==> config.mk <==
export PLATFORM = sky130hd
export DESIGN_NAME = dist_tree_pipe
export DESIGN_NICKNAME = d
export VERILOG_FILES = /design/src/rtl/dist_tree_pkg.sv /design/src/rtl/dist_tree_node.sv /design/src/rtl/dist_tree_pipe.sv
export SDC_FILE = /design/constraint.sdc
export NUM_CORES = 1
export LEC_CHECK = 0
export BUFFER_PORTS_ARGS = -buffer_cell sky130_fd_sc_hd__buf_2
export CELL_PAD_IN_SITES_DETAIL_PLACEMENT = 0
export CELL_PAD_IN_SITES_GLOBAL_PLACEMENT = 2
export CORE_MARGIN = 8
export CORE_UTILIZATION = 26
export DETAILED_ROUTE_END_ITERATION = 16
export GPL_TIMING_DRIVEN = 0
export PLACE_DENSITY = 0.57
export SYNTH_ARGS = -nofsm -noshare
export SYNTH_HDL_FRONTEND = slang
export SYNTH_SLANG_ARGS = --single-unit
==> constraint.sdc <==
create_clock -name clk -period 3.85 [get_ports clk]
set_clock_uncertainty 0.1 [all_clocks]
set_input_delay 0.77 -clock clk [delete_from_list [all_inputs] [get_ports clk]]
set_output_delay 0.77 -clock clk [all_outputs]
set_load 0.005 [all_outputs]
==> src/rtl/dist_tree_pkg.sv <==
// Shared helpers for the pipelined distribution tree: depth math and the dummy word
// that fills unselected leaves.
package dist_tree_pkg;

  localparam int DUMMY_MAX_W = 1024;
  localparam logic DUMMY_BIT = 1'b0;

  function automatic int clog2(input int n);
    int r;
    r = 0;
    for (int v = n - 1; v > 0; v = v >> 1) r++;
    return r;
  endfunction

  // A single output still needs one register stage.
  function automatic int dist_levels(input int n);
    return (clog2(n) < 1) ? 1 : clog2(n);
  endfunction

  // Dummy payload, right-justified to w bits (w <= DUMMY_MAX_W).
  function automatic logic [DUMMY_MAX_W-1:0] dummy_word(input int w);
    return {DUMMY_MAX_W{DUMMY_BIT}} >> (DUMMY_MAX_W - w);
  endfunction

endpackage

==> src/rtl/dist_tree_node.sv <==
// Registered 1-to-2 split: the low half of the mask feeds child lo, the high half child hi.
module dist_tree_node #(
  parameter int M  = 2,
  parameter int DW = 16
) (
  input  logic            clk,
  input  logic            rst,
  input  logic            en,
  input  logic            vld,
  input  logic [DW-1:0]   data,
  input  logic [M-1:0]    mask,
  output logic            vld_lo,
  output logic            vld_hi,
  output logic [DW-1:0]   data_lo,
  output logic [DW-1:0]   data_hi,
  output logic [M/2-1:0]  mask_lo,
  output logic [M/2-1:0]  mask_hi
);
  import dist_tree_pkg::*;

  localparam int H = M / 2;
  localparam logic [DW-1:0] DUMMY = DW'(dummy_word(DW));

  logic nxt_lo, nxt_hi;

  assign nxt_lo = vld & (|mask[H-1:0]);
  assign nxt_hi = vld & (|mask[M-1:H]);

  // Invalid children register the dummy word so no stale payload travels down.
  always_ff @(posedge clk) begin
    if (rst) begin
      vld_lo  <= 1'b0;
      vld_hi  <= 1'b0;
      data_lo <= '0;
      data_hi <= '0;
      mask_lo <= '0;
      mask_hi <= '0;
    end else if (en) begin
      vld_lo  <= nxt_lo;
      vld_hi  <= nxt_hi;
      data_lo <= nxt_lo ? data : DUMMY;
      data_hi <= nxt_hi ? data : DUMMY;
      mask_lo <= mask[H-1:0];
      mask_hi <= mask[M-1:H];
    end
  end

endmodule

==> src/rtl/dist_tree_pipe.sv <==
// Pipelined 1-to-N multicast tree, LEVELS registered split stages from input to leaves.
// DIST_TREE_ZERO_BCAST_EN: an all-zero destination mask broadcasts to every output.
module dist_tree_pipe #(
  parameter int NUM_OUTPUT_DATA = 8,
  parameter int DATA_WIDTH      = 16
) (
  input  logic                                  clk,
  input  logic                                  rst,
  input  logic                                  i_en,
  input  logic                                  i_valid,
  input  logic [DATA_WIDTH-1:0]                 i_data_bus,
  input  logic [NUM_OUTPUT_DATA-1:0]            i_dest,
  output logic [NUM_OUTPUT_DATA-1:0]            o_valid,
  output logic [NUM_OUTPUT_DATA*DATA_WIDTH-1:0] o_data_bus,
  output logic                                  o_busy
);
  import dist_tree_pkg::*;

  localparam int LEVELS = dist_levels(NUM_OUTPUT_DATA);
  localparam int P      = 1 << LEVELS;

  logic [P-1:0]      dest_pad, dest_eff;
  logic              root_vld;
  logic [LEVELS-1:0] lvl_busy;

  // Padded leaves never get selected.
  assign dest_pad = P'(i_dest);

  always_comb begin
    dest_eff = dest_pad;
`ifdef DIST_TREE_ZERO_BCAST_EN
    if (dest_pad == '0) dest_eff = P'({NUM_OUTPUT_DATA{1'b1}});
`endif
  end

  assign root_vld = i_valid & (|dest_eff);
  assign o_busy   = |lvl_busy;

  // Level l holds 2^(l+1) registered children, each carrying a P>>(l+1) bit sub-mask.
  for (genvar l = 0; l < LEVELS; l++) begin : g_lvl
    localparam int NN = 1 << l;
    localparam int M  = P >> l;

    logic [2*NN-1:0]                 vld;
    logic [2*NN-1:0][DATA_WIDTH-1:0] data;
    logic [2*NN-1:0][M/2-1:0]        mask;

    assign lvl_busy[l] = |vld;

    for (genvar k = 0; k < NN; k++) begin : g_node
      logic                  p_vld;
      logic [DATA_WIDTH-1:0] p_data;
      logic [M-1:0]          p_mask;

      if (l == 0) begin : g_root
        assign p_vld  = root_vld;
        assign p_data = i_data_bus;
        assign p_mask = dest_eff;
      end else begin : g_inner
        assign p_vld  = g_lvl[l-1].vld[k];
        assign p_data = g_lvl[l-1].data[k];
        assign p_mask = g_lvl[l-1].mask[k];
      end

      dist_tree_node #(.M(M), .DW(DATA_WIDTH)) u_node (
        .clk     (clk),
        .rst     (rst),
        .en      (i_en),
        .vld     (p_vld),
        .data    (p_data),
        .mask    (p_mask),
        .vld_lo  (vld[2*k]),
        .vld_hi  (vld[2*k+1]),
        .data_lo (data[2*k]),
        .data_hi (data[2*k+1]),
        .mask_lo (mask[2*k]),
        .mask_hi (mask[2*k+1])
      );
    end

    if (l == LEVELS - 1) begin : g_leaf
      for (genvar j = 0; j < NUM_OUTPUT_DATA; j++) begin : g_out
        assign o_valid[j]                             = vld[j];
        assign o_data_bus[j*DATA_WIDTH +: DATA_WIDTH] = data[j];
      end

      logic [2*NN-1:0] unused_leaf_mask;
      assign unused_leaf_mask = mask;

      if (P > NUM_OUTPUT_DATA) begin : g_pad
        logic unused_pad_data;
        assign unused_pad_data = |data[P-1:NUM_OUTPUT_DATA];
      end
    end
  end

endmodule
==> results.cfg, run 1 <==
[cells_and_area]
register_area_um2 = 5085
drive_gt1_share_pct = 32.33
multiInputGateArea_um2 = 2739
area_growth_pct = 27.75
postLayoutCoreUtil_pct = 33.56
final_area_um2 = 10530
fillers = 3206
fin_nets = 874
n_antenna_cell = 0

[clocking]
clkLatencyLatePin_ns = 0.53
cts_buffers = 28
cts_setup_buffers = 0
cts-resized-gates = 0
htreeDepth = 1
holdBufCountCts = 0
cts_tree = done
clock_sinks = 254
clk_pin_slew_ns = 0.06
cts_buffer_depth = 3
clockRootBuffer = clkbuf_16

[job]
maxCapViolCount = 0

[global_route]
grtUsageTotal_pct = 14.03
antenna_found_initial = 2
grt_pass1_wl_um = 42060
grt_max_degree = 14
first_global_vias = 6703
grt_overflow = 0

[timing]
setup_viol = 0
worstMarginPinSlew_ns = 0.8220
tns_ns = 0
hold_ws_ns = 0.3716
period_share_pct = 62.26
timing.final.ws_setup_ns = 1.453
hold_violations = 0
rsz0062_at_grt = no
drv_slew = 0
timing.slew.headroom_pct = 45.20
timing.fmax_mhz = 417.2
layout_min_cycle_time_ns = 2.397

[detailed_routing]
dr.pass1.iters = 5
dr.first_iter.drc_count = 434
postRouteAntennaNets = 0
vias = 6321
wl_um = 27400
viasPerCell = 4.985
drc = 0
wl_per_cell_um = 21.60

[synth]
synth-seq-cells = 254
synth_cells = 652
netlist_top_cells_area = dfxtp_1 62%, a22o_1 14%, a32o_1 9.7%
synth_edf_count = 0
yosysSeqAreaShare_pct = 61.67
synth_top_cell_by_area = dfxtp_1
yosysWarnings = 0
synth.most_common_cell = dfxtp_1
syn_area_um2 = 8245
yosysUniqueCellTypes = 23
synth_async_sr_flop_share_pct = 0
yosys-top-cells-count = 254 x dfxtp_1, 130 x a22o_1, 80 x a32o_1
syn_nets = 680
synth_top_area_share_pct = 61.67
synth_flop_cell = dfxtp_1
syn_area_per_cell_um2 = 12.65

[power]
p_sw_mw = 1.188
combPwrFrac_pct = 3.3
ir_worst_vdd_mv = 0.3368
power_leakage_nw = 4.636
intPower_mw = 4.448
swShare_pct = 21.08
power_density_nw_per_um2 = 535.0
p_seq_share_pct = 47.6
clkPwrFrac_pct = 49.1

[critical_path]
rrSetupSlack_ns = 2.14
timing.rr.start = g_lvl[1].g_node[1].u_node.vld_hi
arrival_ns = 1.53
max_stage_delay_ns = 0.40
worstSetupEndpointType = primary output
crit_path_start_kind = flip-flop
required_ns = 2.98
critPathSlowestCell = dfxtp_1
crit_chain = nor4_1 -> nand4_1 -> buf_2
r2r-end = g_lvl[2].g_node[3].u_node.data_hi[8]
r2r_cells = 4
path_class = flip-flop to primary output
critical_path.max_fanout = 5

[hold_path]
min-delay-start = g_lvl[2].g_node[0].u_node.data_hi[6]
hold_depth = 1
hold_path.class = flip-flop to flip-flop
min_to = g_lvl[2].g_node[0].u_node.data_hi[6]

[placed_design]
dp_hpwl_um = 20960
gp_congestion = 0.7348
io_buffer_count = 164
pre_cts_ws_ns = 1.286
postPlaceCellArea_um2 = 9569

[die]
top_level_ports = 165
rows = 65
start_util_pct = 26.27
die_h_um = 194.1
die-area_um2 = 37670
core_area_um2 = 31390
die_x_um = 194.1

[outcome]
run_status = finished, final reports clean
==> flip-flops by register name, indices dropped and copies added, names as in the netlist <==
name / count
g_lvl.g_node.u_node.vld_lo: 7
g_lvl.g_node.u_node.mask_hi: 8
g_lvl.g_node.u_node.mask_lo: 8
g_lvl.g_node.u_node.data_hi: 112
g_lvl.g_node.u_node.data_lo: 112
g_lvl.g_node.u_node.vld_hi: 7
==> layer usage <==
layer | wire length [µm] | up-vias | part of all wire [%] | global-route usage (%)
li1 | - | 2963 | - | -
met1 | 12820 | 3163 | 47 | 18.44
met2 | 12840 | 155 | 47 | 23.22
met3 | 1302 | 36 | 4.8 | 3.159
met4 | 406 | 4 | 1.5 | 3.027
met5 | 27 | - | 0.099 | 0
==> cell type report <==
class	count	area share (%)
flip-flops and latches	254	48.27
plain buffers	81	4.003
well taps	402	4.775
clock inverters	8	1.330
repair buffers	164	7.792
clock buffers	42	7.827
multi-input cells	317	26.00
==> metrics by stage <==
| step | std cells | total power [mW] |
|---|---|---|
| after CTS | 1268 | 5.712 |
| final | 1268 | 5.636 |
| after detailed placement | 1218 | 2.928 |
| after floorplan | 652 | 2.839 |
| after global routing | 1268 | 5.848 |
| after global placement | 1218 | 2.921 |
==> how the worst max path moves through the flow <==
stage / start / endpoint / slack, ns / cells past startpoint
finish: g_lvl[0].g_node[0].u_node.vld_hi / o_busy / 1.45 / 3
global placement: i_en / g_lvl[2].g_node[3].u_node.data_hi[2] / 1.34 / 5
global route: g_lvl[0].g_node[0].u_node.vld_lo / o_busy / 1.37 / 3
detailed placement: i_en / g_lvl[2].g_node[3].u_node.data_hi[0] / 1.29 / 5
floorplan: i_dest[0] / g_lvl[0].g_node[0].u_node.data_lo[10] / 1.84 / 4
CTS: g_lvl[0].g_node[0].u_node.vld_hi / o_busy / 1.40 / 3
==> kinds of logic after synthesis <==
family	Yosys count	share of synthesized area, %
AND/OR/NAND/NOR	59	4.477
buffers and inverters	81	5.114
multiplexers	16	1.942
flip-flops	254	61.67
AO/OA/AOI/OAI	242	26.80
==> power groups by stage <==
stage	Clock, mW	Sequential [mW]	Combinational (mW)
finish	2.77	2.68	0.185
global route	2.96	2.68	0.203
CTS	2.84	2.68	0.187
detailed placement	0	2.74	0.187
global placement	0	2.74	0.180
floorplan	0	2.73	0.114
==> cell usage in the layout (no fill, tap or decap) <==
master     Yosys  final
a21oi_1       12     12
nor2_1        17     17
and3b_1        3      3
buf_8          1      1
clkbuf_1      18     26
a32o_1        80     80
clkbuf_16      0     29
buf_6          3      3
nor4_1         3      3
mux2i_1       16     16
nand2b_1      12     12
a32o_2        16     16
or2_1          4      4
buf_4          8      8
clkinv_2       0      4
buf_1          8      8
a22o_1       130    130
and4b_1        8      8
nor2_4         1      1
buf_2         43    207
nand4_1        1      1
o211ai_1       4      4
nand3_1        8      8
clkbuf_8       0      5
or4_4          2      2
dfxtp_1      254    254
bufinv_16      0      4
==> worst max-delay path, delay by kind of cell (launching register included) <==
kind | cells | cell delay [ns]
flip-flops | 1 | 0.40
AND/OR/NAND/NOR | 2 | 0.45
buffers and inverters | 1 | 0.15
Note: power is estimated with default switching activity, not from simulation.
==> run 2: changes to the inputs <==
--- a/config.mk
+++ b/config.mk
@@ -12,7 +12,7 @@
 export CORE_UTILIZATION = 26
 export DETAILED_ROUTE_END_ITERATION = 16
 export GPL_TIMING_DRIVEN = 0
-export PLACE_DENSITY = 0.57
+export PLACE_DENSITY = 0.59
 export SYNTH_ARGS = -nofsm -noshare
 export SYNTH_HDL_FRONTEND = slang
 export SYNTH_SLANG_ARGS = --single-unit
==> constraint.sdc (replaced) <==
create_clock -name clk -period 2 [get_ports clk]
set_clock_uncertainty 0.1 [all_clocks]
set_input_delay 0.4 -clock clk [delete_from_list [all_inputs] [get_ports clk]]
set_output_delay 0.4 -clock clk [all_outputs]
set_load 0.005 [all_outputs]
==> run 2 against run 1 <==
Against the previous run:
- non-clock buffer count unchanged
- sequential cell count unchanged
- die area unchanged
- critical endpoint unchanged
- global-route usage decreased by 0.30 points
- highest routed layer unchanged
- critical path type unchanged
- routed wire length decreased by 2.1%
- total power increased by 85%
==> results.cfg, run 2 (synthesized netlist as in run 1, its figures left out) <==
[timing]
timing.slew.headroom_pct = 49.48
worstMarginPinSlew_ns = 0.7578
drv_slew = 0
period_share_pct = 97.50
layout_min_cycle_time_ns = 1.950
hold_violations = 0
timing.fmax_mhz = 512.8
setup_viol = 0
rsz0062_at_grt = yes

[critical_path]
max_stage_delay_ns = 0.37
crit_path_start_kind = flip-flop
path_class = flip-flop to primary output
crit_family = simple AND/OR/NAND/NOR gates
worstSetupEndpointType = primary output
critPathSlowestCell = dfxtp_4
cp_num_buf_inv = 1
critical_path.max_fanout = 6
arrival_ns = 1.45
crit_chain = nor4_4 -> nand4_1 -> buf_2
required_ns = 1.50

[clocking]
clk_pin_slew_ns = 0.05
clock_sinks = 254
cts_buffer_depth = 3
cts_buffers = 29
clockRootBuffer = clkbuf_16
clkLatencyLatePin_ns = 0.53
htreeDepth = 1
cts_tree = done

[die]
top_level_ports = 165
start_util_pct = 26.27
die_h_um = 194.1
die_x_um = 194.1
core_area_um2 = 31390
die-area_um2 = 37670
rows = 65

[power]
swShare_pct = 21.88
p_seq_share_pct = 49.6
combPwrFrac_pct = 3.4
p_sw_mw = 2.279
intPower_mw = 8.137
power_density_nw_per_um2 = 993.8
ir_worst_vdd_mv = 0.6310
power_leakage_nw = 4.602
p_total_mw = 10.42
clkPwrFrac_pct = 47.0

[cells_and_area]
layout_common_cells = 250 x dfxtp_1, 207 x buf_2, 130 x a22o_1
n_antenna_cell = 0
fin_cells = 1268
fin_nets = 875
final_common_cell = dfxtp_1
drive_gt1_share_pct = 32.68
reg_top3 = g_lvl.g_node.u_node.data_hi: 112 flops, g_lvl.g_node.u_node.data_lo: 112 flops
postLayoutCoreUtil_pct = 33.39
area_growth_pct = 27.12
fillers = 3202

[job]
maxCapViolCount = 0

[global_route]
first_global_vias = 6357
grtUsageTotal_pct = 13.73
antenna_found_initial = 6
grt_pass1_wl_um = 41020
grt_max_degree = 14
grt_overflow = 0

[placed_design]
placed_cells_incl_taps = 1218
io_buffer_count = 164
gp_congestion = 0.7370
dp_hpwl_um = 20070

[detailed_routing]
wl_per_cell_um = 21.14
dr.first_iter.drc_count = 316
postRouteAntennaNets = 0
vias = 6167
dr.pass1.iters = 5
viasPerCell = 4.864
wl_um = 26810
drc = 0

[hold_path]
hold_path.class = input port to flip-flop

[outcome]
run_status = finished, final reports clean
==> run 2: changes by cell type in the layout (fill, tap and decap cells not counted), moves of 3 or more <==
cell / change
nor4_1: -3
dfxtp_1: -4
dfxtp_2: +3
clkbuf_1: +4
bufinv_16: -4
==> run 2: worst paths after layout <==
check	start	end	slack, ns	cells past startpoint
min reg2reg	g_lvl[2].g_node[0].u_node.data_lo[2]	g_lvl[2].g_node[0].u_node.data_lo[2]	0.37	1
max	g_lvl[1].g_node[0].u_node.vld_hi	o_busy	0.05	3
min	i_dest[2]	g_lvl[0].g_node[0].u_node.mask_lo[2]	0.03	3
max reg2reg	g_lvl[0].g_node[0].u_node.mask_hi[2]	g_lvl[1].g_node[1].u_node.data_hi[12]	0.36	4
==> run 2: cell type report <==
cell class | count | area [µm²] | area share, %
plain buffers | 81 | 421.7 | 4.023
clock buffers | 48 | 867.1 | 8.273
clock inverters | 2 | 10.01 | 0.09550
multi-input cells | 317 | 2766 | 26.39
flip-flops and latches | 254 | 5092 | 48.59
well taps | 402 | 503.0 | 4.799
repair buffers | 164 | 820.8 | 7.831
==> run 2: power groups by stage <==
stage	sequential, mW	combinational, mW	clock [mW]
2_1_floorplan	5.25	0.219	0
3_3_place_gp	5.28	0.358	0
3_5_place_dp	5.28	0.356	0
4_1_cts	5.17	0.358	5.06
5_1_grt	5.17	0.390	5.33
6_report	5.17	0.353	4.90
==> run 2: worst min-delay path: cells and delay by family <==
| family | cells | cell delay [ns] |
|---|---|---|
| buf+inv | 1 | 0.09 |
| simple gates | 1 | 0.07 |
| mux | 1 | 0.06 |
==> run 2: repair_timing <==
item,4_1_cts,5_1_grt
setup endpoints to repair,1,1
buffers inserted,0,0
resized for setup,4,5
pin swaps,1,3
hold buffers,0,0
==> run 2: through the flow <==
step	hold slack [ns]	setup slack (ns)	TNS, ns	instance area, µm²
2_1_floorplan	0.3630	0.3633	0	8245
3_3_place_gp	0.3588	-0.1935	-5.367	9569
3_5_place_dp	0.3617	-0.1596	-5.027	9569
4_1_cts	0.006266	0.001476	0	10460
5_1_grt	0.01064	-0.01858	-0.01858	10480
6_report	0.02630	0.04996	0	10480
==> run 2: layer usage <==
| layer | vias up | global-route usage, % | part of all wire, % |
|---|---|---|---|
| met5 | - | 0 | 0.25 |
| met4 | 12 | 2.489 | 1.2 |
| li1 | 2956 | - | - |
| met2 | 136 | 21.12 | 45 |
| met1 | 3028 | 19.05 | 48 |
| met3 | 35 | 3.835 | 5.6 |
==> run 3: changes to the inputs <==
--- a/config.mk
+++ b/config.mk
@@ -9,10 +9,11 @@
 export CELL_PAD_IN_SITES_DETAIL_PLACEMENT = 0
 export CELL_PAD_IN_SITES_GLOBAL_PLACEMENT = 2
 export CORE_MARGIN = 8
-export CORE_UTILIZATION = 26
+export CORE_UTILIZATION = 32
 export DETAILED_ROUTE_END_ITERATION = 16
 export GPL_TIMING_DRIVEN = 0
-export PLACE_DENSITY = 0.59
+export MAX_ROUTING_LAYER = met4
+export PLACE_DENSITY = 0.71
 export SYNTH_ARGS = -nofsm -noshare
 export SYNTH_HDL_FRONTEND = slang
 export SYNTH_SLANG_ARGS = --single-unit
==> run 3 against run 2 <==
Against the previous run:
- final area shrank 0.58%
- register-to-register slack gained 0.02 ns
- first-iteration DRC count shrank 11%
- fmax grew 1.2%
- sequential cell count is the same
- total power shrank 0.57%
- core utilization grew 7.9 points
- non-clock buffer count grew 3
- worst hold slack lost 0.0092 ns
- combinational power is essentially flat
- critical path depth is the same
- global-route usage grew 2.2 points
- largest cell class unchanged
==> results.cfg, run 3 (synthesized netlist as in run 1, its figures left out) <==
[power]
power_leakage_nw = 4.616
clkPwrFrac_pct = 46.7
ir_worst_vdd_mv = 0.5432
p_seq_share_pct = 49.9
power_density_nw_per_um2 = 993.9
intPower_mw = 8.061
p_sw_mw = 2.295
combPwrFrac_pct = 3.4
swShare_pct = 22.16

[die]
die-area_um2 = 31160
top_level_ports = 165
core_area_um2 = 25250
die_h_um = 176.5
rows = 58
die_x_um = 176.5
start_util_pct = 32.65

[clocking]
cts_buffers = 28
htreeDepth = 1
cts_tree = done
clock_sinks = 254
clockRootBuffer = clkbuf_16
clk_pin_slew_ns = 0.06
clkLatencyLatePin_ns = 0.55
cts_buffer_depth = 3

[cells_and_area]
fin_nets = 877
reg_top3 = g_lvl.g_node.u_node.data_hi: 112 flops, g_lvl.g_node.u_node.data_lo: 112 flops
final_common_cell = dfxtp_1
fin_cells = 1202
area_growth_pct = 26.37
fillers = 2430
layout_common_cells = 252 x dfxtp_1, 207 x buf_2, 130 x a22o_1
drive_gt1_share_pct = 32.57

[detailed_routing]
drc = 0
postRouteAntennaNets = 0
viasPerCell = 5.267
vias = 6331
dr.first_iter.drc_count = 282
dr.pass1.iters = 4
wl_um = 25050
wl_per_cell_um = 20.84

[placed_design]
placed_cells_incl_taps = 1146
gp_congestion = 0.8222
dp_hpwl_um = 18990
io_buffer_count = 164
pre_cts_ws_ns = -0.08216

[critical_path]
crit_path_start_kind = flip-flop
critical_path.max_fanout = 3
path_class = flip-flop to primary output
worstSetupEndpointType = primary output
crit_chain = nor4_4 -> nand4_1 -> buf_2
required_ns = 1.50
critPathSlowestCell = dfxtp_1
max_stage_delay_ns = 0.35
rrSetupSlack_ns = 0.38
arrival_ns = 1.43

[timing]
timing.slew.headroom_pct = 52.56
timing.final.ws_setup_ns = 0.07274
setup_viol = 0
hold_ws_ns = 0.01715
period_share_pct = 96.36
worstMarginPinSlew_ns = 0.7116
layout_min_cycle_time_ns = 1.927
hold_violations = 0
timing.fmax_mhz = 518.9
drv_slew = 0
rsz0062_at_grt = no

[global_route]
grt_pass1_wl_um = 38660
grt_max_degree = 16
grtUsageTotal_pct = 15.94
first_global_vias = 6595
grt_overflow = 0
antenna_found_initial = 3

[hold_path]
hold_path.class = input port to flip-flop

[outcome]
run_status = finished, final reports clean

[job]
maxCapViolCount = 0
-- run 3: cell types whose count changed in the layout (fill, tap and decap cells not counted), moves of 2 or more --
cell           delta
clkbuf_1          -3
clkbuf_8          -4
dfxtp_1           +2
dlygate4sd3_1     +3
diode_2           +3
clkinv_2          +5
-- run 3: final timing paths --
kind                                             start  depth (start not counted)                                     to
setup / recovery      g_lvl[2].g_node[1].u_node.vld_lo                          3                                 o_busy
hold / removal                          i_data_bus[10]                          2  g_lvl[0].g_node[0].u_node.data_hi[10]
setup reg to reg      g_lvl[1].g_node[0].u_node.vld_hi                          4   g_lvl[2].g_node[1].u_node.data_hi[9]
hold reg to reg   g_lvl[2].g_node[2].u_node.data_hi[9]                          1   g_lvl[2].g_node[2].u_node.data_hi[9]
-- run 3: final cells by class --
cell class / count / area, µm² / share of cell area (%)
sequential: 254 / 5087 / 48.82
multi-input combinational: 317 / 2760 / 26.49
timing repair buffer: 167 / 850.8 / 8.165
clock buffer: 40 / 775.7 / 7.445
buffer: 81 / 421.7 / 4.047
tap: 330 / 412.9 / 3.963
clock inverter: 10 / 103.9 / 0.9966
antenna: 3 / 7.507 / 0.07205
-- run 3: metrics by stage --
stage	area [µm²]	power [mW]	setup TNS (ns)	utilization, %
floorplan	8245	5.465	0	-
global placement	9479	5.607	-0.8778	37.53
detailed placement	9479	5.620	-1.015	37.53
CTS	10400	10.47	0	41.17
global route	10420	10.73	0	41.26
finish	10420	10.36	0	41.26
-- run 3: timing repair --
item,in CTS,in global routing
cloned,0,0
endpoints found under the hold margin,6,0
endpoints found under the setup margin,1,1
hold buffers,3,0
gates resized for setup,2,3
pin swaps,0,1
buffers inserted,0,0
-- run 3: worst max-delay path: cells and delay by family, from the launching register on --
family	cells	cell delay, ns
buffers and inverters	1	0.14
flip-flops	1	0.35
AND/OR/NAND/NOR	2	0.40
-- run 3: power groups by stage --
stage	combinational (mW)	clock (mW)	sequential [mW]
finish	0.354	4.84	5.17
global route	0.387	5.18	5.17
CTS	0.354	4.95	5.16
detailed placement	0.347	0	5.27
global placement	0.335	0	5.27
floorplan	0.219	0	5.25
-- run 3: metal layers --
metal  vias up  global-route usage, %  share of wire, %
met5         -                      -                 0
met4         0                  4.098               2.5
met3        39                  3.482               6.0
met2       174                  25.45                46
met1      3144                  20.19                45
li1       2974                      -                 -
